### config.mk
export PLATFORM = sky130hd
export DESIGN_NAME = pipe_reg_em
export DESIGN_NICKNAME = d
export VERILOG_FILES = /design/src/rtl/em_pkg.sv /design/src/rtl/em_entry.sv /design/src/rtl/pipe_reg_em.sv
export SDC_FILE = /design/constraint.sdc
export NUM_CORES = 1
export LEC_CHECK = 0
export ABC_AREA = 1
export BUFFER_PORTS_ARGS = -buffer_cell sky130_fd_sc_hd__buf_2
export CORE_MARGIN = 1
export CORE_UTILIZATION = 39
export DETAILED_ROUTE_END_ITERATION = 12
export PLACE_DENSITY = 0.75
export SLEW_MARGIN = 20
export SYNTH_ARGS = -nofsm -noshare
export SYNTH_HDL_FRONTEND = slang
export SYNTH_SLANG_ARGS = --single-unit
export TNS_END_PERCENT = 50
### constraint.sdc
create_clock -name clk -period 3.5 [get_ports clk]
set_input_delay 0.7 -clock clk [delete_from_list [all_inputs] [get_ports clk]]
set_output_delay 0.7 -clock clk [all_outputs]
set_load 0.02 [all_outputs]
### src/rtl/em_pkg.sv
// Shared types for the execute-to-memory pipeline register.
// Payload fields are sized to the largest supported widths; the top truncates to its parameters.
package em_pkg;

  localparam int unsigned EmMaxDataWidth = 64;
  localparam int unsigned EmMaxRdWidth   = 8;

  typedef struct packed {
    logic                      reg_write;
    logic                      mem_write;
    logic [1:0]                result_src;
    logic [EmMaxDataWidth-1:0] alu_result;
    logic [EmMaxDataWidth-1:0] write_data;
    logic [EmMaxDataWidth-1:0] pc_plus4;
    logic [EmMaxRdWidth-1:0]   rd;
  } em_payload_t;

  typedef enum logic [1:0] {
    EMPTY = 2'd0,
    FULL  = 2'd1,
    SKID  = 2'd2
  } em_state_t;

endpackage

### src/rtl/em_entry.sv
// One payload register with load enable; clears to zero on asynchronous reset.
module em_entry
  import em_pkg::*;
(
  input  logic        clk,
  input  logic        rst_n,
  input  logic        load,
  input  em_payload_t d,
  output em_payload_t q
);

  always_ff @(posedge clk or negedge rst_n) begin
    if (!rst_n) begin
      q <= '0;
    end else if (load) begin
      q <= d;
    end
  end

endmodule

### src/rtl/pipe_reg_em.sv
// Execute-to-memory pipeline register with valid/ready handshake and stall counter.
// Define PIPE_REG_EM_SKID_EN for a two-entry skid buffer with registered ready_e.
module pipe_reg_em
  import em_pkg::*;
#(
  parameter int unsigned DATA_WIDTH = 32,
  parameter int unsigned WIDTH      = 5,
  parameter int unsigned CNT_WIDTH  = 16
) (
  input  logic                  clk,
  input  logic                  rst_n,
  input  logic                  flush,
  input  logic                  valid_e,
  output logic                  ready_e,
  input  logic                  RegWriteE,
  input  logic                  MemWriteE,
  input  logic [1:0]            ResultSrcE,
  input  logic [DATA_WIDTH-1:0] ALUResultE,
  input  logic [DATA_WIDTH-1:0] WriteDataE,
  input  logic [DATA_WIDTH-1:0] PCPlus4E,
  input  logic [WIDTH-1:0]      RdE,
  output logic                  valid_m,
  input  logic                  ready_m,
  output logic                  RegWriteM,
  output logic                  MemWriteM,
  output logic [1:0]            ResultSrcM,
  output logic [DATA_WIDTH-1:0] ALUResultM,
  output logic [DATA_WIDTH-1:0] WriteDataM,
  output logic [DATA_WIDTH-1:0] PCPlus4M,
  output logic [WIDTH-1:0]      RdM,
  output logic [CNT_WIDTH-1:0]  stall_cnt
);

  em_payload_t in_payload, out_d, out_payload;
  em_state_t   state_q, state_d;
  logic        in_fire, out_fire, load_out;
  logic [CNT_WIDTH-1:0] stall_q;

  always_comb begin
    in_payload            = '0;
    in_payload.reg_write  = RegWriteE;
    in_payload.mem_write  = MemWriteE;
    in_payload.result_src = ResultSrcE;
    in_payload.alu_result = EmMaxDataWidth'(ALUResultE);
    in_payload.write_data = EmMaxDataWidth'(WriteDataE);
    in_payload.pc_plus4   = EmMaxDataWidth'(PCPlus4E);
    in_payload.rd         = EmMaxRdWidth'(RdE);
  end

  assign valid_m  = (state_q != EMPTY);
  assign in_fire  = valid_e && ready_e;
  assign out_fire = valid_m && ready_m;

`ifdef PIPE_REG_EM_SKID_EN
  em_payload_t skid_payload;
  logic        load_skid;
  logic        ready_q;

  always_comb begin
    state_d   = state_q;
    load_out  = 1'b0;
    load_skid = 1'b0;
    out_d     = in_payload;
    unique case (state_q)
      EMPTY: begin
        if (in_fire) begin
          state_d  = FULL;
          load_out = 1'b1;
        end
      end
      FULL: begin
        if (in_fire && out_fire) begin
          load_out = 1'b1;
        end else if (in_fire) begin
          state_d   = SKID;
          load_skid = 1'b1;
        end else if (out_fire) begin
          state_d = EMPTY;
        end
      end
      SKID: begin
        if (out_fire) begin
          state_d  = FULL;
          load_out = 1'b1;
          out_d    = skid_payload;
        end
      end
      default: state_d = EMPTY;
    endcase
    if (flush) begin
      state_d   = EMPTY;
      load_out  = 1'b0;
      load_skid = 1'b0;
    end
  end

  // Registered ready breaks the ready_m -> ready_e combinational path.
  always_ff @(posedge clk or negedge rst_n) begin
    if (!rst_n) begin
      ready_q <= 1'b1;
    end else begin
      ready_q <= (state_d != SKID);
    end
  end

  assign ready_e = ready_q;

  em_entry u_skid (
    .clk   (clk),
    .rst_n (rst_n),
    .load  (load_skid),
    .d     (in_payload),
    .q     (skid_payload)
  );
`else
  always_comb begin
    state_d  = state_q;
    load_out = 1'b0;
    out_d    = in_payload;
    unique case (state_q)
      EMPTY: begin
        if (in_fire) begin
          state_d  = FULL;
          load_out = 1'b1;
        end
      end
      FULL: begin
        if (in_fire) begin
          load_out = 1'b1;
        end else if (out_fire) begin
          state_d = EMPTY;
        end
      end
      default: state_d = EMPTY;
    endcase
    if (flush) begin
      state_d  = EMPTY;
      load_out = 1'b0;
    end
  end

  assign ready_e = !valid_m || ready_m;
`endif

  em_entry u_out (
    .clk   (clk),
    .rst_n (rst_n),
    .load  (load_out),
    .d     (out_d),
    .q     (out_payload)
  );

  always_ff @(posedge clk or negedge rst_n) begin
    if (!rst_n) begin
      state_q <= EMPTY;
    end else begin
      state_q <= state_d;
    end
  end

  always_ff @(posedge clk or negedge rst_n) begin
    if (!rst_n) begin
      stall_q <= '0;
    end else if (valid_m && !ready_m && (stall_q != '1)) begin
      stall_q <= stall_q + CNT_WIDTH'(1);
    end
  end

  // Control bits are gated so a bubble never writes the register file or memory.
  assign RegWriteM  = valid_m & out_payload.reg_write;
  assign MemWriteM  = valid_m & out_payload.mem_write;
  assign ResultSrcM = out_payload.result_src;
  assign ALUResultM = out_payload.alu_result[DATA_WIDTH-1:0];
  assign WriteDataM = out_payload.write_data[DATA_WIDTH-1:0];
  assign PCPlus4M   = out_payload.pc_plus4[DATA_WIDTH-1:0];
  assign RdM        = out_payload.rd[WIDTH-1:0];
  assign stall_cnt  = stall_q;

  logic unused_payload;
  assign unused_payload = ^out_payload;

endmodule

Word-level counts from Yosys, hierarchy flattened
Cells that the tools add are included.

Register bits: 123. Input port bits: 110. Output and inout bits: 123. Word-level logic and storage cells: 36.

$add $sub $neg: 1. Equality and inequality tests: 5. Muxes and demuxes: 8. Bitwise logic cells: 2. Reductions and logical operators: 11.

Operator list (count): 16-bit by 1-bit adder with 16-bit output (second input constant) (1); 16-bit != test (second input constant) (1); 3-bit != test (second input constant) (3); 2-bit 2-to-1 mux (4); 1-bit logical AND (4); 2-bit one-hot mux with 2 select lines (1); 1-bit 2-to-1 mux (3); 3-bit AND reduction (1); 1-bit AND (2); 2-bit by 1-bit == test with 1-bit output (second input constant) (1); 1-bit zero test (2); 2-bit zero test (1); 2-bit nonzero test (1); 2-bit OR reduction (1); 1-bit logical OR (1).

Depth between registers and ports, before layout
Gate-level depths: netlist of run 1.

Depth in word-level cells: 7. Mapped depth: 9. Depth with buffers taken out: 8.

By module
A second synthesis of run 1 with hierarchy kept.

Cells, all modules: 1011. Area total of the unflattened synthesis: 8834.7 µm².

By module, submodules not included: em_entry (times used 1, cells each 862, area each 7753.7 µm², sequential area each 5104.9 µm²); pipe_reg_em (times used 1, cells each 149, area each 1081.0 µm², sequential area each 425.4 µm²).

Least setup slack after synthesis of run 1
No wires, ideal clock.

Path type: input to register. From: input ready_m. To: register u_out.q[10] in the netlist's numbering. Setup time: 0.125 ns. Arrival: 1.601 ns. Required time: 3.375 ns. Setup slack: 1.774 ns. Stages: 6. Buffers on the path: 2. Cell sequence: inv_1 nand2_4 nand2_4 buf_6 buf_12 mux2_4.

Word-level cells in the longest chain between the ends: 5.

RTL lines: start, declared (line pipe_reg_em.sv:23) `input logic ready_m,`; 1-bit logical OR (line pipe_reg_em.sv:142) `assign ready_e = !valid_m || ready_m;`; net ready_e (line pipe_reg_em.sv:14) `output logic ready_e,`; 1-bit logical AND (line pipe_reg_em.sv:51) `assign in_fire = valid_e && ready_e;`; 1-bit 2-to-1 mux (line pipe_reg_em.sv:122, pipe_reg_em.sv:128); 1-bit 2-to-1 mux; 1-bit 2-to-1 mux (line pipe_reg_em.sv:136) `if (flush) begin`; end signal, assigned (line em_entry.sv:14) `q <= '0;`; end signal, assigned (line em_entry.sv:16) `q <= d;`; end, declared (line em_entry.sv:9) `output em_payload_t q`.

The timed path passes the listed nets, and every way through them passes these cells. A chain may end at the register's enable or synchronous reset.

Worst setup path in the final report of run 1
From: register stall_q[0], in the netlist stall_cnt[0]. To: register stall_q[8], in the netlist stall_cnt[8].

Word-level cells in the longest chain between the ends: 2. Elaborated cells on any way between the ends: 3. Classes of those cells: add/sub: 1; eq/ne: 1; reduce/logical: 1.

RTL lines: start, declared (line pipe_reg_em.sv:37) `logic [CNT_WIDTH-1:0] stall_q;`; start signal, assigned (line pipe_reg_em.sv:165) `stall_q <= stall_q + CNT_WIDTH'(1);`; branches (longest 2 deep; another with 16-bit by 1-bit adder with 16-bit output).

Several ways; the timed one is not identified.

==> out/qor.txt, run 1 <==
Status: finished, final reports clean
Multi-input gate area: 1970 um^2
Mapped Nets: 591
Reg2reg end: stall_cnt[8]
Netlist Area Pre-Place: 6010 um^2
Finish-stage setup viols: 0
Syn-to-layout area delta: 17.6%
Max Clk Rate: 0.506 GHz
# diodes: 0
Longest Clk Path Bufs: 2
P_leak: 3.72 nW
Inserted Clock Buffers: 17
Skew-Pair Late Insertion Delay: 420 ps
Clock Sinks: 122
Total GRT Usage: 14.4%
DP Area: 6500 um^2
Fin crit period: 1980 ps
Antenna violations before repair: 0
Die H: 126 um
Synth top area cells: dfrtp_1 51%, buf_4 13%, mux2_4 13%
Die X-Extent: 126 um
Routed length on met2: 5130 um
Synth Instances: 480
Clk_skew: 10.4 ps
WL final: 11100 um
Slew headroom: 34.2%
IO Port Bufs: 232
Post-DP HPWL: 7600 um
Seq cells post-synth: 122
Final nets: 727
Average size of a mapped cell: 12.5 um^2
Top cell type's share of synthesized area: 50.8%
Share of layout cells above drive strength 1: 60.7%
DRT antenna net count: 0
Fillers: 1324
DRT Pass-1 Iters: 4
FP Rows: 44
Post-CTS setup buffers: 0
Core area: 14800 um^2
RR Startpoint: stall_cnt[0]
Vias per inst: 4.45
Clk root buf: clkbuf_16
Worst setup path end: stall_cnt[8]
Via count: 3611
CTS clk-pin slew, worst paths: 50 ps
Setup crit start: stall_cnt[0]
Final period utilization: 56.5%
GPL Wtd Cong: 0.853
Tightest Pin Transition: 987 ps
Flop-to-flop setup slack: 1520 ps
First-pass GRT wire length: 17800 um
CTS tree: done
Hold buffers post-CTS: 0
Worst Reg-to-Reg Cells: 8
Met3 routed wirelength: 997 um
RSZ-0062 raised after global routing: no
PD cells: 628 nW/um^2
FF/Latch Area: 3050 um^2
DP Worst Slack: 1210 ps
Commonest non-fill, non-tap cells in the layout: 231 x buf_2, 122 x dfrtp_1, 72 x nand2_1
# DRC: 0
Post-route cell area: 7060 um^2
Crit path launch type: register
Max H-tree Level: 4
DR iter-0 viols: 146
Worst Path Required: 3850 ps
Crit. End Element: register
Peak supply drop: 311 uV
Final setup TNS: 0 ps
Worst Path Arrival: 2320 ps
Top-Level Pins: 233
Max_cap viols: 0
YS warnings: 0
Vias in the first global route: 3530
Wire per inst: 13.7 um
Starting Density: 40.7%
Yosys top cell by area: dfrtp_1
Commonest non-fill, non-tap cell in the layout: buf_2
Worst hold path type: in2async
M1 wire length: 4810 um
Min Hold Slack: 360 ps
Netlist cell types: 23
Final Hold Fails: 0
Largest net degree at the start of global routing: 123
Critical path class: reg2reg
Register area share after synthesis: 50.8%
Post-CTS Resized: 0
Die area: 15900 um^2
Slew Viols, Final: 0
Uppermost routed layer: met4
Congestion Overflow GR: 0
Max FO, Critical Path: 12
Final setup margin: 1520 ps
stage by stage:
stage	std cells	util (%)	power, mW
floorplan	480	-	2.70
global placement	781	44.0	2.76
detailed placement	781	44.0	2.79
CTS	812	47.9	4.50
global route	812	47.9	4.65
finish	812	47.9	4.44
cell families after synthesis:
family                     synth area share, %
and+or+nand+nor                           8.58
xor gates and xnor gates                  1.02
buffers and inverters                     16.5
adders and majority gates                0.208
DFF                                       50.8
AOI/OAI and AO/OA                       0.0833
muxes                                     22.8
critical path, cell delays in order, from the launching register on:
cell     delay, ps
dfrtp_1        440
ha_1           250
nand3_1        180
inv_2          100
nand2_1         70
nor2_1          40
nor2_1         600
nand2_1        140
nand2_1        100
worst min path at each step:
stage	startpoint	slack, ps	end	depth (start not counted)
after floorplan	rst_n	400	stall_cnt[0]	0
after global placement	u_out.q[101]	480	u_out.q[101]	1
after detailed placement	u_out.q[83]	490	u_out.q[83]	1
after CTS	rst_n	410	u_out.q[79]	2
after global routing	rst_n	360	u_out.q[79]	2
final	rst_n	360	u_out.q[79]	2
final cells by class:
class | instances | area share (%)
clock buffers | 18 | 6.22
clock inverters | 13 | 1.82
inverters | 15 | 0.797
multi-input cells | 227 | 27.9
flip-flops and latches | 122 | 43.2
well taps | 184 | 3.26
repair buffers | 233 | 16.8
state kept, by name, summed over array words and instances, names as in the netlist:
| register | count |
|---|---|
| stall_cnt | 16 |
| state_q | 1 |
| u_out.q | 105 |
power breakdown:
group	switching, mW	internal (mW)
Sequential	0.133	1.64
Clock	0.636	1.05
Combinational	0.532	0.447
Total	1.30	3.14
metal layers:
layer  track usage, %  vias up
met1             17.4     1696
li1                 -     1737
met4             5.39        0
met5                0        -
met3             6.29       14
met2             22.8      164
cells in the mapped netlist:
master and number:
xnor2_1 3, buf_2 5, buf_12 5, nand2_1 72
mux2_2 55, nand4_4 1, inv_2 2, nor2_2 2
buf_6 3, nor2_1 16, ha_1 1, mux2_4 50
nand2_2 3, nand2_4 2, a21oi_1 1, nand3_1 8
nand4_1 4, dfrtp_1 122, xor2_1 4, nand3b_1 3
nor2_4 2, buf_4 103, inv_1 13
(Power assumes the default switching activity.)
==> run 2, diff against run 1 <==
--- a/config.mk
+++ b/config.mk
@@ -10,7 +10,7 @@
 export CORE_MARGIN = 1
 export CORE_UTILIZATION = 39
 export DETAILED_ROUTE_END_ITERATION = 12
-export PLACE_DENSITY = 0.75
+export PLACE_DENSITY = 0.78
 export SLEW_MARGIN = 20
 export SYNTH_ARGS = -nofsm -noshare
 export SYNTH_HDL_FRONTEND = slang
==> constraint.sdc (replaced) <==
create_clock -name clk -period 1.7 [get_ports clk]
set_input_delay 0.34 -clock clk [delete_from_list [all_inputs] [get_ports clk]]
set_output_delay 0.34 -clock clk [all_outputs]
set_load 0.02 [all_outputs]
==> out/qor.txt, run 2 (synthesized netlist as in run 1, its figures left out) <==
DRT Pass-1 Iters: 4
Setup crit start: state_q[0]
RSZ-0062 raised after global routing: no
PD cells: 1270 nW/um^2
DP Area: 6710 um^2
Commonest non-fill, non-tap cells in the layout: 231 x buf_2, 122 x dfrtp_1, 72 x nand2_1
Reg with most FFs: u_out.q
Total GRT Usage: 15.3%
Clock network power share: 37.7%
Max_cap viols: 0
Peak supply drop: 637 uV
Worst Path Required: 1360 ps
Hold path start: flush
Skew-Pair Late Insertion Delay: 410 ps
Reg power frac: 39.3%
Core area: 14800 um^2
Slew Viols, Final: 0
GPL Wtd Cong: 0.824
# diodes: 0
DR iter-0 viols: 124
Max Clk Rate: 0.644 GHz
Worst Path Arrival: 1210 ps
Vias per inst: 4.44
Wire per inst: 14.0 um
Longest Clk Path Bufs: 2
Max H-tree Level: 4
Share of layout cells above drive strength 1: 61.6%
Clk_skew: 7.52 ps
Via count: 3719
Inserted Clock Buffers: 17
Critical path class: reg2out
Top-Level Pins: 233
Crit. End Element: primary output
CTS clk-pin slew, worst paths: 50 ps
Commonest non-fill, non-tap cell in the layout: buf_2
Multi-input gate area: 1980 um^2
Clk root buf: clkbuf_16
Syn-to-layout area delta: 21.4%
Min Hold Slack: 116 ps
Congestion Overflow GR: 0
Fillers: 1327
Vias in the first global route: 3732
P_leak: 3.87 nW
Worst hold path type: in2reg
Cell-internal power: 6.61 mW
DRT antenna net count: 0
Die X-Extent: 126 um
Final period utilization: 91.3%
Final core utilization: 49.4%
Fin crit period: 1550 ps
FP Rows: 44
Starting Density: 40.7%
Switching Share: 28.4%
RR Startpoint: state_q[0]
Die H: 126 um
Largest register FFs: 105
Crit path launch type: register
Finish-stage setup viols: 0
Final nets: 751
Post-route cell area: 7290 um^2
FF/Latch Area: 3050 um^2
Largest net degree at the start of global routing: 69
DP Worst Slack: -27.0 ps
Final setup margin: 147 ps
Clock Sinks: 122
Status: finished, final reports clean
Final Hold Fails: 0
WL final: 11700 um
IO Port Bufs: 232
Max FO, Critical Path: 8
Antenna violations before repair: 1
CTS tree: done
Die area: 15900 um^2
Logic pwr share: 23.0%
# DRC: 0
Post-DP HPWL: 8700 um
Slew headroom: 65.7%
Net Sw Power: 2.63 mW
First-pass GRT wire length: 18700 um
Tightest Pin Transition: 513 ps
==> run 2: cell count changes in the layout (fill, tap and decap cells not counted) <==
cell and delta:
nor2_2 +1, clkinv_4 -1, clkinvlp_4 -3, nor2_1 -1
clkbuf_8 +2, buf_12 +3, clkinv_2 -1, clkbuf_1 +4
buf_4 +20, dlygate4sd3_1 +1
==> run 2: path summary, 6_finish.rpt <==
kind                           endpoint  slack [ps]  cells past startpoint
max                             ready_e         150                      2
min                          state_q[0]         120                      2
max reg2reg                u_out.q[138]         150                      4
min reg2reg                 u_out.q[95]         500                      1
max in group asynchronous  stall_cnt[7]         860                      3
min in group asynchronous    u_out.q[2]         500                      3
==> run 2: critical path, cell delays in order (launching register included) <==
cell and delay [ps]:
dfrtp_1 430, nand2_4 180, buf_2 190
==> run 2: timing repair <==
item                                    CTS  global route
gates resized for setup                   1             0
hold endpoints to repair                122             0
endpoints found under the setup margin   12             0
setup buffers                             0             0
hold buffers                              1             0
==> run 2: cell type report <==
type	instances	area share (%)
Clock buffer	24	6.60
Clock inverter	8	1.27
Inverter	15	0.772
Multi-Input combinational cell	227	27.1
Sequential cell	122	41.9
Tap cell	184	3.16
Timing Repair Buffer	257	19.2
==> run 2: per-layer routing <==
metal  global-route usage, %  part of all wire, %
met5                       0                    0
met1                    18.0                   42
met4                    7.58                  2.1
met3                    5.52                  7.8
met2                    24.8                   48
==> run 2: power by group through the flow <==
stage	clock (mW)	sequential [mW]	combinational (mW)
after floorplan	0	3.67	1.89
after global placement	0	3.65	2.12
after detailed placement	0	3.67	2.16
after CTS	3.58	3.63	2.16
after global routing	3.72	3.69	2.27
final	3.48	3.63	2.13
==> run 2: per-stage QoR <==
step	power, mW	instances	setup TNS (ps)
2_1_floorplan	5.57	480	0
3_3_place_gp	5.78	804	0
3_5_place_dp	5.83	804	-123
4_1_cts	9.37	837	0
5_1_grt	9.69	837	0
6_report	9.24	837	0
==> run 3, diff against run 2 <==
--- a/config.mk
+++ b/config.mk
@@ -8,9 +8,9 @@
 export ABC_AREA = 1
 export BUFFER_PORTS_ARGS = -buffer_cell sky130_fd_sc_hd__buf_2
 export CORE_MARGIN = 1
-export CORE_UTILIZATION = 39
+export CORE_UTILIZATION = 30
 export DETAILED_ROUTE_END_ITERATION = 12
-export PLACE_DENSITY = 0.78
+export PLACE_DENSITY = 0.65
 export SLEW_MARGIN = 20
 export SYNTH_ARGS = -nofsm -noshare
 export SYNTH_HDL_FRONTEND = slang
==> constraint.sdc (replaced) <==
create_clock -name clk -period 1.4 [get_ports clk]
set_input_delay 0.28 -clock clk [delete_from_list [all_inputs] [get_ports clk]]
set_output_delay 0.28 -clock clk [all_outputs]
set_load 0.02 [all_outputs]
==> out/qor.txt, run 3 (synthesized netlist as in run 1, its figures left out) <==
Commonest non-fill, non-tap cell in the layout: buf_2
Inserted Clock Buffers: 17
Status: complete, but fails checks
Crit. End Element: register
RSZ-0062 raised after global routing: yes
DRT antenna net count: 0
Min Hold Slack: 49.4 ps
Worst Path Arrival: 1760 ps
Antenna violations before repair: 0
Vias in the first global route: 3794
Finish-stage setup viols: 98
Max Clk Rate: 0.682 GHz
Final setup margin: -66.5 ps
Largest net degree at the start of global routing: 66
Total GRT Usage: 12.8%
GPL Wtd Cong: 0.826
Max H-tree Level: 4
Final Hold Fails: 0
PD cells: 1470 nW/um^2
DRT Pass-1 Iters: 4
First-pass GRT wire length: 19700 um
Die H: 143 um
Top-Level Pins: 233
Failing checks: setup timing
Via count: 3890
P_leak: 4.15 nW
CTS clk-pin slew, worst paths: 50 ps
Wire per inst: 13.6 um
Critical path class: reg2reg
# DRC: 0
Largest register FFs: 105
Slew headroom: 67.7%
Core area: 19500 um^2
Commonest non-fill, non-tap cells in the layout: 213 x buf_2, 119 x dfrtp_1, 69 x nand2_1
Die X-Extent: 143 um
Fin crit period: 1470 ps
Tightest Pin Transition: 484 ps
IO Port Bufs: 232
Starting Density: 30.8%
Congestion Overflow GR: 0
Max_cap viols: 0
Crit path launch type: register
Final period utilization: 105%
Final core utilization: 41.5%
Skew-Pair Late Insertion Delay: 420 ps
Peak supply drop: 703 uV
Longest Clk Path Bufs: 2
# diodes: 0
WL final: 12900 um
Syn-to-layout area delta: 35.1%
Post-DP HPWL: 8710 um
Slew Viols, Final: 0
Worst hold path type: in2reg
Final setup TNS: -3600 ps
DP Area: 6960 um^2
Max FO, Critical Path: 9
Reg with most FFs: u_out.q
Die area: 20600 um^2
Post-route cell area: 8110 um^2
Clk root buf: clkbuf_16
Share of layout cells above drive strength 1: 66.0%
FP Rows: 51
CTS tree: done
Clk_skew: 12.1 ps
Worst Path Required: 1700 ps
DR iter-0 viols: 115
Clock Sinks: 122
Vias per inst: 4.09
Final nets: 784
==> run 3: changes by cell type in the layout (fill, tap and decap cells not counted), moves of 4 or more <==
cell and delta:
buf_6 +43, buf_2 -18, nor2_1 -7, buf_12 +4, nor2_4 +4
==> run 3: worst max-delay path, stage by stage (launching register included) <==
cell and delay, ps:
dfrtp_2 430, nand2_4 90, buf_8 120, nand2_8 80
buf_12 190, buf_16 150, mux2_4 290
==> run 3: worst paths after layout <==
path                              from           end  slack, ps  cells past startpoint
min reg2reg                u_out.q[80]   u_out.q[80]        500                      1
max in group asynchronous        rst_n   u_out.q[97]        620                      3
max reg2reg                 state_q[0]   u_out.q[21]        -70                      6
min                              flush    state_q[0]         50                      2
min in group asynchronous        rst_n  stall_cnt[2]        410                      3
max                         state_q[0]   u_out.q[21]        -70                      6
==> run 3: final cells by class <==
type	count	area, um^2
Clock buffer	23	468
Clock inverter	8	143
Fill cell	1857	11400
Inverter	15	56.3
Multi-Input combinational cell	228	2070
Sequential cell	122	3060
Tap cell	265	332
Timing Repair Buffer	289	1990
==> run 3: routing by layer <==
| layer | wire [um] | share of wire (%) | global-route usage, % |
|---|---|---|---|
| met5 | 0 | 0 | 0 |
| met4 | 237 | 1.8 | 6.16 |
| met3 | 763 | 5.9 | 4.20 |
| met2 | 6410 | 50 | 21.2 |
| met1 | 5500 | 43 | 15.0 |
==> run 3: repair_timing <==
item	in CTS	in global routing
hold buffers	1	0
pin swaps	1	8
gates resized for setup	68	22
setup buffers	12	1
endpoints found under the hold margin	122	0
gates cloned	5	0
setup endpoints to repair	29	134
==> run 3: where the power goes <==
part / total [mW] / internal (mW) / leakage, nW / switching, mW
combinational: 2.90 / 1.41 / 2.39 / 1.49
sequential: 4.40 / 4.10 / 1.46 / 0.301
clock: 4.59 / 3.05 / 0.297 / 1.54
==> run 3: per-stage QoR <==
stage,power [mW],setup WS [ps],cells
after global placement,7.09,-288,901
after floorplan,6.79,1.85,480
after CTS,12.1,-72.9,950
final,11.9,-66.5,950
after global routing,12.5,-108,950
after detailed placement,7.12,-346,901
